File: config.mk
export PLATFORM = sky130hd
export DESIGN_NAME = vend_sequencer_flat
export DESIGN_NICKNAME = d
export VERILOG_FILES = /design/src/rtl/vend_sequencer_pkg.sv /design/src/rtl/vend_sequencer_if.sv /design/src/rtl/vend_sequencer_rr_arbiter.sv /design/src/rtl/vend_sequencer.sv /design/src/flat_wrapper.sv
export SDC_FILE = /design/constraint.sdc
export NUM_CORES = 1
export LEC_CHECK = 0
export CORE_ASPECT_RATIO = 1.75
export CORE_MARGIN = 2
export CORE_UTILIZATION = 35
export CTS_CLUSTER_DIAMETER = 60
export CTS_CLUSTER_SIZE = 25
export DETAILED_ROUTE_END_ITERATION = 12
export GPL_TIMING_DRIVEN = 0
export SYNTH_ARGS = -nofsm -noshare
export SYNTH_HDL_FRONTEND = slang
export SYNTH_SLANG_ARGS = --single-unit
File: constraint.sdc
create_clock -name clock -period 3.5 [get_ports clock]
set_input_delay 0.7 -clock clock [delete_from_list [all_inputs] [get_ports clock]]
set_output_delay 0.7 -clock clock [all_outputs]
set_load 0.005 [all_outputs]
File: src/rtl/vend_sequencer_pkg.sv
`default_nettype none
// ============================================================================
//  Module      : vend_pkg
//  Description : Shared definitions for the vending sequencer: coin strobe
//                encoding, coin-to-credit-unit conversion and FSM state type.
//  Options     : none (VEND_SOLD_OUT_EN is consumed by the interface and top)
//  Revision    : 1.0  initial release
// ============================================================================
package vend_pkg;

    // Coin strobe encoding as presented by the coin pad logic.
    localparam logic [1:0] c_coin_none    = 2'b00;
    localparam logic [1:0] c_coin_nickel  = 2'b01;
    localparam logic [1:0] c_coin_dime    = 2'b10;
    localparam logic [1:0] c_coin_quarter = 2'b11;

    // Width of a single coin's value in 5-cent units (largest is 5).
    localparam int c_coin_val_w = 3;

    typedef enum logic [1:0] {
        ST_IDLE     = 2'd0,
        ST_CREDIT   = 2'd1,
        ST_DISPENSE = 2'd2,
        ST_CHANGE   = 2'd3
    } vend_state_t;

    // Credit units contributed by one coin strobe.
    function automatic logic [c_coin_val_w-1:0] coin_value(input logic [1:0] coin);
        logic [c_coin_val_w-1:0] units;
        units = '0;
        case (coin)
            c_coin_nickel:  units = 3'd1;
            c_coin_dime:    units = 3'd2;
            c_coin_quarter: units = 3'd5;
            default:        units = 3'd0;
        endcase
        return units;
    endfunction

endpackage
`default_nettype wire

File: src/rtl/vend_sequencer_if.sv
`default_nettype none
// ============================================================================
//  Module      : vend_sequencer_if
//  Description : Pad-side and dispenser-side signal bundle of the vending
//                sequencer.
//                master : coin, sel_req, cancel, vend_ack (+ sold_out) out;
//                         vend_req, change_out, coin_reject, credit, busy in.
//                slave  : the mirror image, used by vend_sequencer.
//  Options     : VEND_SOLD_OUT_EN adds the sold_out[NUM_SEL] input.
//  Revision    : 1.0  initial release
// ============================================================================
interface vend_sequencer_if #(
    parameter int NUM_SEL  = 3,
    parameter int CREDIT_W = 4
);
    logic [1:0]          coin;
    logic [NUM_SEL-1:0]  sel_req;
    logic                cancel;
    logic                vend_ack;
`ifdef VEND_SOLD_OUT_EN
    logic [NUM_SEL-1:0]  sold_out;
`endif
    logic [NUM_SEL-1:0]  vend_req;
    logic                change_out;
    logic                coin_reject;
    logic [CREDIT_W-1:0] credit;
    logic                busy;

`ifdef VEND_SOLD_OUT_EN
    modport master (
        output coin, sel_req, cancel, vend_ack, sold_out,
        input  vend_req, change_out, coin_reject, credit, busy
    );
    modport slave (
        input  coin, sel_req, cancel, vend_ack, sold_out,
        output vend_req, change_out, coin_reject, credit, busy
    );
`else
    modport master (
        output coin, sel_req, cancel, vend_ack,
        input  vend_req, change_out, coin_reject, credit, busy
    );
    modport slave (
        input  coin, sel_req, cancel, vend_ack,
        output vend_req, change_out, coin_reject, credit, busy
    );
`endif

endinterface
`default_nettype wire

File: src/rtl/vend_sequencer_rr_arbiter.sv
`default_nettype none
// ============================================================================
//  Module      : rr_arbiter
//  Description : Combinational round-robin picker. Searches the eligible
//                requests (req_i & mask_i) starting at ptr_i and wrapping
//                modulo N; returns the first hit as one-hot and as an index.
//  Ports       : req_i   [N]      request vector
//                mask_i  [N]      eligibility mask
//                ptr_i   [IDX_W]  search start position (< N)
//                grant_o [N]      one-hot winner, zero when valid_o is low
//                idx_o   [IDX_W]  winner index
//                valid_o          some eligible request exists
//  Revision    : 1.0  initial release
// ============================================================================
module rr_arbiter #(
    parameter int N     = 3,
    parameter int IDX_W = $clog2(N)
) (
    input  logic [N-1:0]     req_i,
    input  logic [N-1:0]     mask_i,
    input  logic [IDX_W-1:0] ptr_i,
    output logic [N-1:0]     grant_o,
    output logic [IDX_W-1:0] idx_o,
    output logic             valid_o
);

    // One extra bit so ptr + offset cannot wrap before the modulo fold.
    localparam logic [IDX_W:0] c_n = (IDX_W + 1)'(N);

    logic [N-1:0]   w_elig;
    logic [IDX_W:0] w_cand;
    logic           w_found;

    assign w_elig = req_i & mask_i;

    always_comb begin
        grant_o = '0;
        idx_o   = '0;
        w_found = 1'b0;
        w_cand  = '0;
        for (int i = 0; i < N; i++) begin
            w_cand = {1'b0, ptr_i} + (IDX_W + 1)'(i);
            if (w_cand >= c_n) begin
                w_cand = w_cand - c_n;
            end
            if (!w_found && w_elig[w_cand[IDX_W-1:0]]) begin
                w_found                  = 1'b1;
                grant_o[w_cand[IDX_W-1:0]] = 1'b1;
                idx_o                    = w_cand[IDX_W-1:0];
            end
        end
    end

    assign valid_o = w_found;

endmodule
`default_nettype wire

File: src/rtl/vend_sequencer.sv
`default_nettype none
// ============================================================================
//  Module      : vend_sequencer
//  Description : Vending controller. Accumulates coin credit, grants one
//                product button round-robin, holds a one-hot dispense request
//                until ack or timeout, then pays change one unit per cycle.
//  Ports       : clock         system clock, rising edge
//                reset         synchronous active-high reset
//                bus (slave)   coin[2], sel_req[NUM_SEL], cancel, vend_ack,
//                              (sold_out[NUM_SEL]) in;
//                              vend_req[NUM_SEL], change_out, coin_reject,
//                              credit[CREDIT_W], busy out (all registered)
//  Options     : VEND_SOLD_OUT_EN - sold-out products are masked from the
//                arbiter; undefined, every button is eligible.
//  Revision    : 1.0  initial release
// ============================================================================
module vend_sequencer
    import vend_pkg::*;
#(
    parameter int NUM_SEL  = 3,
    parameter int PRICE    = 3,
    parameter int CREDIT_W = 4,
    parameter int TIMEOUT  = 16
) (
    input  logic            clock,
    input  logic            reset,
    vend_sequencer_if.slave bus
);

    localparam int c_idx_w   = $clog2(NUM_SEL);
    localparam int c_timer_w = $clog2(TIMEOUT);

    localparam logic [CREDIT_W-1:0]  c_price      = CREDIT_W'(PRICE);
    localparam logic [c_idx_w-1:0]   c_last_idx   = c_idx_w'(NUM_SEL - 1);
    localparam logic [c_timer_w-1:0] c_timer_last = c_timer_w'(TIMEOUT - 1);

    // ------------------------------------------------------------------
    // State and registered outputs
    // ------------------------------------------------------------------
    vend_state_t          state_q,       state_d;
    logic [CREDIT_W-1:0]  credit_q,      credit_d;
    logic [c_idx_w-1:0]   ptr_q,         ptr_d;
    logic [c_idx_w-1:0]   winner_q,      winner_d;
    logic [c_timer_w-1:0] timer_q,       timer_d;
    logic [NUM_SEL-1:0]   vend_req_q,    vend_req_d;
    logic                 change_out_q,  change_out_d;
    logic                 coin_reject_q, coin_reject_d;
    logic                 busy_q,        busy_d;

    // ------------------------------------------------------------------
    // Coin arithmetic: the carry out of the widened sum is exactly the
    // "credit + value exceeds 2**CREDIT_W-1" condition.
    // ------------------------------------------------------------------
    logic [c_coin_val_w-1:0] w_coin_val;
    logic [CREDIT_W:0]       w_sum;
    logic                    w_coin_nz;
    logic                    w_coin_ovf;

    assign w_coin_val = coin_value(bus.coin);
    assign w_coin_nz  = (bus.coin != c_coin_none);
    assign w_sum      = {1'b0, credit_q} + (CREDIT_W + 1)'(w_coin_val);
    assign w_coin_ovf = w_sum[CREDIT_W];

    // ------------------------------------------------------------------
    // Arbitration
    // ------------------------------------------------------------------
    logic [NUM_SEL-1:0] w_mask;
    logic [NUM_SEL-1:0] w_grant;
    logic [c_idx_w-1:0] w_grant_idx;
    logic               w_grant_valid;
    logic               w_afford;

`ifdef VEND_SOLD_OUT_EN
    assign w_mask = ~bus.sold_out;
`else
    assign w_mask = '1;
`endif

    // Grant eligibility uses the registered credit, not the coin arriving now.
    assign w_afford = (credit_q >= c_price);

    rr_arbiter #(
        .N     (NUM_SEL),
        .IDX_W (c_idx_w)
    ) u_arb (
        .req_i   (bus.sel_req),
        .mask_i  (w_mask),
        .ptr_i   (ptr_q),
        .grant_o (w_grant),
        .idx_o   (w_grant_idx),
        .valid_o (w_grant_valid)
    );

    // ------------------------------------------------------------------
    // Next-state logic
    // ------------------------------------------------------------------
    always_comb begin
        state_d       = state_q;
        credit_d      = credit_q;
        ptr_d         = ptr_q;
        winner_d      = winner_q;
        timer_d       = timer_q;
        vend_req_d    = vend_req_q;
        coin_reject_d = 1'b0;

        case (state_q)
            ST_IDLE: begin
                // credit_q is always zero here, so the sum is the coin value.
                if (w_coin_nz) begin
                    if (w_coin_ovf) begin
                        coin_reject_d = 1'b1;
                    end else begin
                        credit_d = w_sum[CREDIT_W-1:0];
                        state_d  = ST_CREDIT;
                    end
                end
            end

            ST_CREDIT: begin
                if (w_coin_nz) begin
                    if (w_coin_ovf) begin
                        coin_reject_d = 1'b1;
                    end else begin
                        credit_d = w_sum[CREDIT_W-1:0];
                    end
                end
                if (bus.cancel) begin
                    state_d = ST_CHANGE;
                end else if (w_afford && w_grant_valid) begin
                    vend_req_d = w_grant;
                    winner_d   = w_grant_idx;
                    timer_d    = '0;
                    state_d    = ST_DISPENSE;
                end
            end

            ST_DISPENSE: begin
                coin_reject_d = w_coin_nz;
                timer_d       = timer_q + c_timer_w'(1);
                // Ack is checked first so it wins over a coincident timeout.
                if (bus.vend_ack) begin
                    vend_req_d = '0;
                    timer_d    = '0;
                    credit_d   = credit_q - c_price;
                    ptr_d      = (winner_q == c_last_idx) ? '0
                                                          : winner_q + c_idx_w'(1);
                    state_d    = (credit_q != c_price) ? ST_CHANGE : ST_IDLE;
                end else if (timer_q == c_timer_last) begin
                    vend_req_d = '0;
                    timer_d    = '0;
                    state_d    = ST_CHANGE;
                end
            end

            ST_CHANGE: begin
                coin_reject_d = w_coin_nz;
                if (credit_q != '0) begin
                    credit_d = credit_q - CREDIT_W'(1);
                end
                if (credit_q <= CREDIT_W'(1)) begin
                    state_d = ST_IDLE;
                end
            end

            default: begin
                state_d = ST_IDLE;
            end
        endcase

        // Registered outputs derived from the next state so the pulse train
        // lines up with the CHANGE cycles and is low once back in IDLE.
        change_out_d = (state_d == ST_CHANGE) && (credit_d != '0);
        busy_d       = (state_d == ST_DISPENSE) || (state_d == ST_CHANGE);
    end

    // ------------------------------------------------------------------
    // State register
    // ------------------------------------------------------------------
    always_ff @(posedge clock) begin
        if (reset) begin
            state_q       <= ST_IDLE;
            credit_q      <= '0;
            ptr_q         <= '0;
            winner_q      <= '0;
            timer_q       <= '0;
            vend_req_q    <= '0;
            change_out_q  <= 1'b0;
            coin_reject_q <= 1'b0;
            busy_q        <= 1'b0;
        end else begin
            state_q       <= state_d;
            credit_q      <= credit_d;
            ptr_q         <= ptr_d;
            winner_q      <= winner_d;
            timer_q       <= timer_d;
            vend_req_q    <= vend_req_d;
            change_out_q  <= change_out_d;
            coin_reject_q <= coin_reject_d;
            busy_q        <= busy_d;
        end
    end

    assign bus.vend_req    = vend_req_q;
    assign bus.change_out  = change_out_q;
    assign bus.coin_reject = coin_reject_q;
    assign bus.credit      = credit_q;
    assign bus.busy        = busy_q;

endmodule
`default_nettype wire

File: src/flat_wrapper.sv
// flat-port wrapper written by rule: the top's interface ports become plain ports
module vend_sequencer_flat import vend_pkg::*;
#(
    parameter int NUM_SEL  = 3,
    parameter int PRICE    = 3,
    parameter int CREDIT_W = 4,
    parameter int TIMEOUT  = 16
)
  (clock, reset, bus_coin, bus_sel_req, bus_cancel, bus_vend_ack, bus_vend_req, bus_change_out, bus_coin_reject, bus_credit, bus_busy);
  vend_sequencer_if #(.NUM_SEL(NUM_SEL), .CREDIT_W(CREDIT_W)) bus_i ();
  input  logic clock;
  input  logic reset;
  input wire logic [$bits(bus_i.coin)-1:0] bus_coin;
  input wire logic [$bits(bus_i.sel_req)-1:0] bus_sel_req;
  input wire logic [$bits(bus_i.cancel)-1:0] bus_cancel;
  input wire logic [$bits(bus_i.vend_ack)-1:0] bus_vend_ack;
  output wire logic [$bits(bus_i.vend_req)-1:0] bus_vend_req;
  output wire logic [$bits(bus_i.change_out)-1:0] bus_change_out;
  output wire logic [$bits(bus_i.coin_reject)-1:0] bus_coin_reject;
  output wire logic [$bits(bus_i.credit)-1:0] bus_credit;
  output wire logic [$bits(bus_i.busy)-1:0] bus_busy;
  assign bus_i.coin = bus_coin;
  assign bus_i.sel_req = bus_sel_req;
  assign bus_i.cancel = bus_cancel;
  assign bus_i.vend_ack = bus_vend_ack;
  assign bus_vend_req = bus_i.vend_req;
  assign bus_change_out = bus_i.change_out;
  assign bus_coin_reject = bus_i.coin_reject;
  assign bus_credit = bus_i.credit;
  assign bus_busy = bus_i.busy;
  vend_sequencer #(.NUM_SEL(NUM_SEL), .PRICE(PRICE), .CREDIT_W(CREDIT_W), .TIMEOUT(TIMEOUT)) u_core (.clock(clock), .reset(reset), .bus(bus_i));
endmodule
Yosys cells after proc, flatten, opt, wreduce, memory -nomap -nowiden

Cells that the tools add are included.

Bitwise gates (word level): 3
Reduce and logical (&&, ||, !) cells: 21
Mux-type cells: 53
Add/subtract/negate cells: 10
Equal/unequal tests: 14
$lt $le $gt $ge: 11

Operators by type and width:

| operator                                                   | count |
|---|---|
| two-way mux 4 bit                                          | 8 |
| two-way mux 2 bit                                          | 15 |
| two-way mux 3 bit                                          | 7 |
| equality test 2 bit, second input constant                 | 7 |
| case mux 4 bit (3 select lines)                            | 1 |
| two-way mux 1 bit                                          | 11 |
| less-than comparator 2 x 3 -> 1 bit, second input constant | 3 |
| case mux 3 bit (3 select lines)                            | 1 |
| case mux 2 bit (4 select lines)                            | 1 |
| case mux 4 bit (2 select lines)                            | 1 |
| nonzero test 4 bit                                         | 2 |
| logical AND 1 bit                                          | 7 |
| binary-select mux 1 bit (select 2 bit)                     | 3 |
| demux 1 bit (select 2 bit)                                 | 3 |
| >= comparator 2 x 1 -> 1 bit, second input constant        | 3 |
| >= comparator 3 x 2 -> 1 bit, second input constant        | 2 |
| OR 3 bit                                                   | 2 |
| case mux 3 bit (2 select lines)                            | 1 |
| AND reduction 3 bit                                        | 2 |
| subtractor 2 bit, second input constant                    | 3 |
| adder 4 x 3 -> 5 bit                                       | 1 |
| adder 4 x 1 -> 4 bit, second input constant                | 1 |
| equality test 2 x 1 -> 1 bit, second input constant        | 2 |
| equality test 4 bit, second input constant                 | 1 |
| 21 further kinds                                           | 24 |

Output and inout bits: 10
Word-level logic and storage cells: 121
Bits of input ports: 9
Register bits: 20

Depth between registers and ports, before layout

Word-level depth: 17
Mapped depth: 10
Depth with buffers taken out: 9

Modules after synthesis

From an unflattened synthesis, not the netlist that was laid out.

Cell total of the unflattened synthesis: 186
Area, all modules: 1545.2 um^2

By module, submodules not included:

| module         | seq. area each (um^2) | area each (um^2) | instances | cells an instance |
|---|---|---|---|---|
| vend_sequencer | 400.4                 | 1209.9           | 1         | 142 |
| rr_arbiter     | 0.0                   | 335.3            | 1         | 44 |

Worst setup path before layout

No wires, ideal clock.

Kind: input to register
From: input bus_coin[0]
To: register u_core.change_out_q, in the netlist u_core.bus.change_out
Setup slack: 0.922 ns
Buffers on the path: 1
Stages: 10
Setup time: 0.122 ns
Arrival time: 2.456 ns
Required time: 3.378 ns
Cells stage by stage: clkbuf_1 ha_1 inv_1 fa_1 nor2b_1 o21a_1 or2_2 a311oi_1 nand2_1 o311a_1

Longest elaborated chain between the ends: 8
Elaborated cells between the ends (all ways): 15
Those cells by class: 1 x add/sub; 4 x eq/ne; 7 x mux; 3 x reduce/logical

RTL lines:

| element                                                                                   | line                                         | source |
|---|---|---|
| from (decl)                                                                               | flat_wrapper.sv:13                           | `input wire logic [$bits(bus_i.coin)-1:0] bus_coin;` |
| equality test 2 bit / equality test 2 x 1 -> 1 bit (equally long branches)                | vend_sequencer_pkg.sv:31                     | `case (coin)` |
| case mux 3 bit (3 select lines)                                                           | vend_sequencer_pkg.sv:31                     |  |
| adder 4 x 3 -> 5 bit                                                                      | vend_sequencer.sv:61                         | `assign w_sum = {1'b0, credit_q} + (CREDIT_W + 1)'(w_coin_val);` |
| two-way mux 2 bit / two-way mux 4 bit (equally long branches)                             | vend_sequencer.sv:110, vend_sequencer.sv:121 |  |
| two-way mux 2 bit / two-way mux 4 bit (equally long branches)                             | vend_sequencer.sv:109, vend_sequencer.sv:120 |  |
| case mux 2 bit (4 select lines) / case mux 4 bit (3 select lines) (equally long branches) | vend_sequencer.sv:106                        | `case (state_q)` |
| equality test 2 bit / nonzero test 4 bit (equally long branches)                          | vend_sequencer.sv:172                        | `change_out_d = (state_d == ST_CHANGE) && (credit_d != '0);` |
| logical AND 1 bit (*)                                                                     | vend_sequencer.sv:172                        |  |
| to (signal assigned)                                                                      | vend_sequencer.sv:197                        | `change_out_q <= change_out_d;` |
| to (decl)                                                                                 | vend_sequencer.sv:46                         | `logic change_out_q, change_out_d;` |

Every way passes the cells marked *; elsewhere a longest branch is shown, timed or not.
A chain may end at the register's enable or synchronous reset.

Worst setup path after layout

Same ends and word-level chain as after synthesis.

==> results.py <==
metrics = {
    "sta": {
        "rsz0062_at_grt": "no",
        "hold_viol_final": 0,
        "post-route-period-util": 0.869,
        "finClkSkew_ns": 0.00282,
        "slew_headroom": 0.668,
        "final-setup-viol-count": 0,
        "min_period_ns": 3.04,
        "worst_pin_slew_ns": 0.498,
        "max_freq_mhz": 329,
        "tns_ns": 0,
        "slew_viol_final": 0,
    },
    "grt": {
        "grt_max_degree": 13,
        "overflow": 0,
        "grt_pass1_vias": 1433,
        "antenna_found_initial": 0,
        "grt_pass1_wl_mm": 6.35,
        "track_usage": 0.168,
    },
    "critical_path": {
        "required_ns": 3.65,
        "critPathKind": "in -> reg",
        "crit_path_max_fanout": 5,
        "end_kind": "flop",
        "slowest_stage": "clkdlybuf4s50_1",
        "slowest_delay_ns": 0.52,
        "crit_family": "compound AO/OA/AOI/OAI gates",
        "arrival_ns": 3.19,
        "start_kind": "input port",
        "path_buf_inv": 3,
        "crit_chain": "clkdlybuf4s50_1 -> clkbuf_1 -> ha_1 -> inv_1 -> fa_1 -> nor2b_1 -> o21a_1 -> nor4_1 -> a311oi_1 -> nand2_1 -> o311a_1",
    },
    "clock_tree": {
        "post_cts_resized": 0,
        "cts_buffer_depth": 2,
        "postCtsSetupRepairBufs": 0,
        "tritoncts_num_sinks": 20,
        "clk_latency_ns": 0.26,
        "hold_buffers": 0,
        "cts_tree": "yes",
        "htree_levels": 1,
        "clk_pin_slew_ns": 0.07,
        "cts_root_buf": "clkbuf_8",
        "cts_made_buffers": 3,
    },
    "die": {
        "die_area_mm2": 0.00510,
        "start_util": 0.363,
        "pin_count": 19,
        "die_w_um": 54.8,
        "num_rows": 32,
        "core_area_mm2": 0.00436,
        "die_height_um": 93.0,
    },
    "outcome": {
        "status": "completed",
    },
    "synthesis": {
        "synth_seq_cells": 20,
        "avgSynthCellArea_um2": 7.80,
        "ys_seq_area_frac": 0.253,
        "synth_cells": 203,
        "syn_nets": 225,
        "yosys_warnings": 0,
        "synth_edf_count": 0,
        "async_flop_share": 0,
        "synth_cell_types": 51,
        "synth_ff_type": "dfxtp_1",
        "synthesis.area_mm2": 0.00158,
    },
    "min_path": {
        "min_path_type": "reg -> reg",
    },
    "placement": {
        "finalWeightedCongestion": 0.822,
        "hpwl_mm": 3.05,
        "port-buffer-count": 16,
    },
    "pwr": {
        "ir_drop_v": 0.000249,
        "leakagePower_uw": 0.000729,
        "powerDensity_mw_per_mm2": 514,
    },
    "job": {
        "cap_violations": 0,
    },
    "drt": {
        "remaining_drc_errors": 0,
        "wirelength_mm": 3.85,
        "drtIter0Drc": 19,
        "via_count": 1521,
        "ant_nets": 0,
        "drtPass1Iterations": 4,
        "wire_per_inst_um": 14.1,
        "viasPerCell": 5.55,
    },
    "cells_and_area": {
        "insertedDiodeCount": 0,
        "area_growth_pct": 18.7,
        "post-route-util": 0.430,
        "drive_above_1_share": 0.0762,
        "fin_nets": 246,
    },
}
worst paths after layout:
check | cells past startpoint | endpoint | startpoint | slack [ns]
min | 2 | u_core.winner_q[0]$_SDFFE_PP0P_ | u_core.winner_q[0]$_SDFFE_PP0P_ | 0.47
min reg2reg | 2 | u_core.winner_q[0]$_SDFFE_PP0P_ | u_core.winner_q[0]$_SDFFE_PP0P_ | 0.47
max reg2reg | 9 | u_core.bus.change_out$_SDFF_PP0_ | u_core.bus.credit[0]$_SDFF_PP0_ | 0.94
max | 11 | u_core.bus.change_out$_SDFF_PP0_ | bus_coin[0] | 0.46
cells by family (layout without fill, tap and decap cells):
logic type,count (synthesis),after routing,share of synthesized area
flops,20,20,0.253
buf+inv,24,44,0.0601
simple gates,77,77,0.259
xor+xnor,4,4,0.0221
mux,9,9,0.0585
compound gates,56,56,0.240
fa+ha+maj,13,13,0.108
final cells by class:
class	instances	area (µm²)
buffer	13	53.8
clock buffer	3	41.3
clock inverter	1	30.0
fill	471	2490
inverter	11	41.3
multi-input combinational	159	1090
sequential	20	400
tap	51	63.8
timing repair buffer	16	160
worst register-to-register path: stages (launching register included):
cell and delay [ns]:
dfxtp_1 0.51, ha_1 0.23, inv_1 0.06, fa_1 0.45
nor2b_1 0.18, o21a_1 0.18, nor4_1 0.06, a311oi_1 0.31
nand2_1 0.12, o311a_1 0.34
sequential cells by signal (all words and copies together) (netlist names):
| register | count |
|---|---|
| u_core.bus.busy | 1 |
| u_core.bus.change_out | 1 |
| u_core.bus.coin_reject | 1 |
| u_core.bus.credit | 4 |
| u_core.bus.vend_req | 3 |
| u_core.ptr_q | 2 |
| u_core.state_q | 2 |
| u_core.timer_q | 4 |
| u_core.winner_q | 2 |
synth_stat cells (2+ instances only):
cell      number  area share
dfxtp_1       20        0.25
a21oi_1       16       0.051
nand2_1       16       0.038
nor2_1        16       0.038
ha_1          12       0.095
inv_1         10       0.024
o21ai_0        9       0.028
nor2b_1        8       0.032
nor3_1         8       0.025
clkbuf_1       7       0.017
mux2i_1        7       0.044
nand2b_1       6       0.024
nand3_1        6       0.019
o211ai_1       4       0.019
xnor2_1        4       0.022
a311oi_1       3       0.017
a31oi_1        3       0.012
buf_2          3      0.0095
o22ai_1        3       0.012
a211o_1        2       0.011
a211oi_1       2      0.0095
buf_1          2      0.0047
mux2_2         2       0.014
nand4b_1       2       0.011
nor3b_1        2      0.0095
o21a_1         2      0.0095
or2_2          2      0.0079
or2b_1         2      0.0095
or4_4          2       0.014
cell usage in the layout, fill, tap and decap left out, types with 7 or more instances in the layout:
cell type	synthesis	layout
dfxtp_1	20	20
nor2_1	16	16
nand2_1	16	16
a21oi_1	16	16
clkdlybuf4s50_1	0	16
ha_1	12	12
inv_1	10	10
o21ai_0	9	9
nor2b_1	8	8
nor3_1	8	8
clkbuf_1	7	7
mux2i_1	7	7
metal layers:
metal  vias to the layer above  part of all wire  global-route usage
met5                         -                 0                   0
met4                         0             0.048               0.115
met3                        14             0.038              0.0161
met2                        41              0.53               0.295
met1                       701              0.38               0.172
li1                        765                 -                   -
power by group:
group	internal [µW]	switching [µW]	leakage [µW]	total (µW)
clock network	153	75.4	0.0000357	228
registers	259	40.0	0.000163	299
logic	202	236	0.000531	438
total	613	352	0.000729	965
per-stage QoR:
stage               worst slack, ns  hold slack, ns  power, µW  instance area (µm²)  std cells
floorplan                     0.922           0.445        603                 1580        203
global placement              0.212           0.461        737                 1810        270
detailed placement            0.187           0.462        741                 1810        270
CTS                           0.454           0.475        973                 1880        274
global route                  0.181           0.489       1040                 1880        274
finish                        0.458           0.473        965                 1880        274
(Power assumes the default switching activity.)
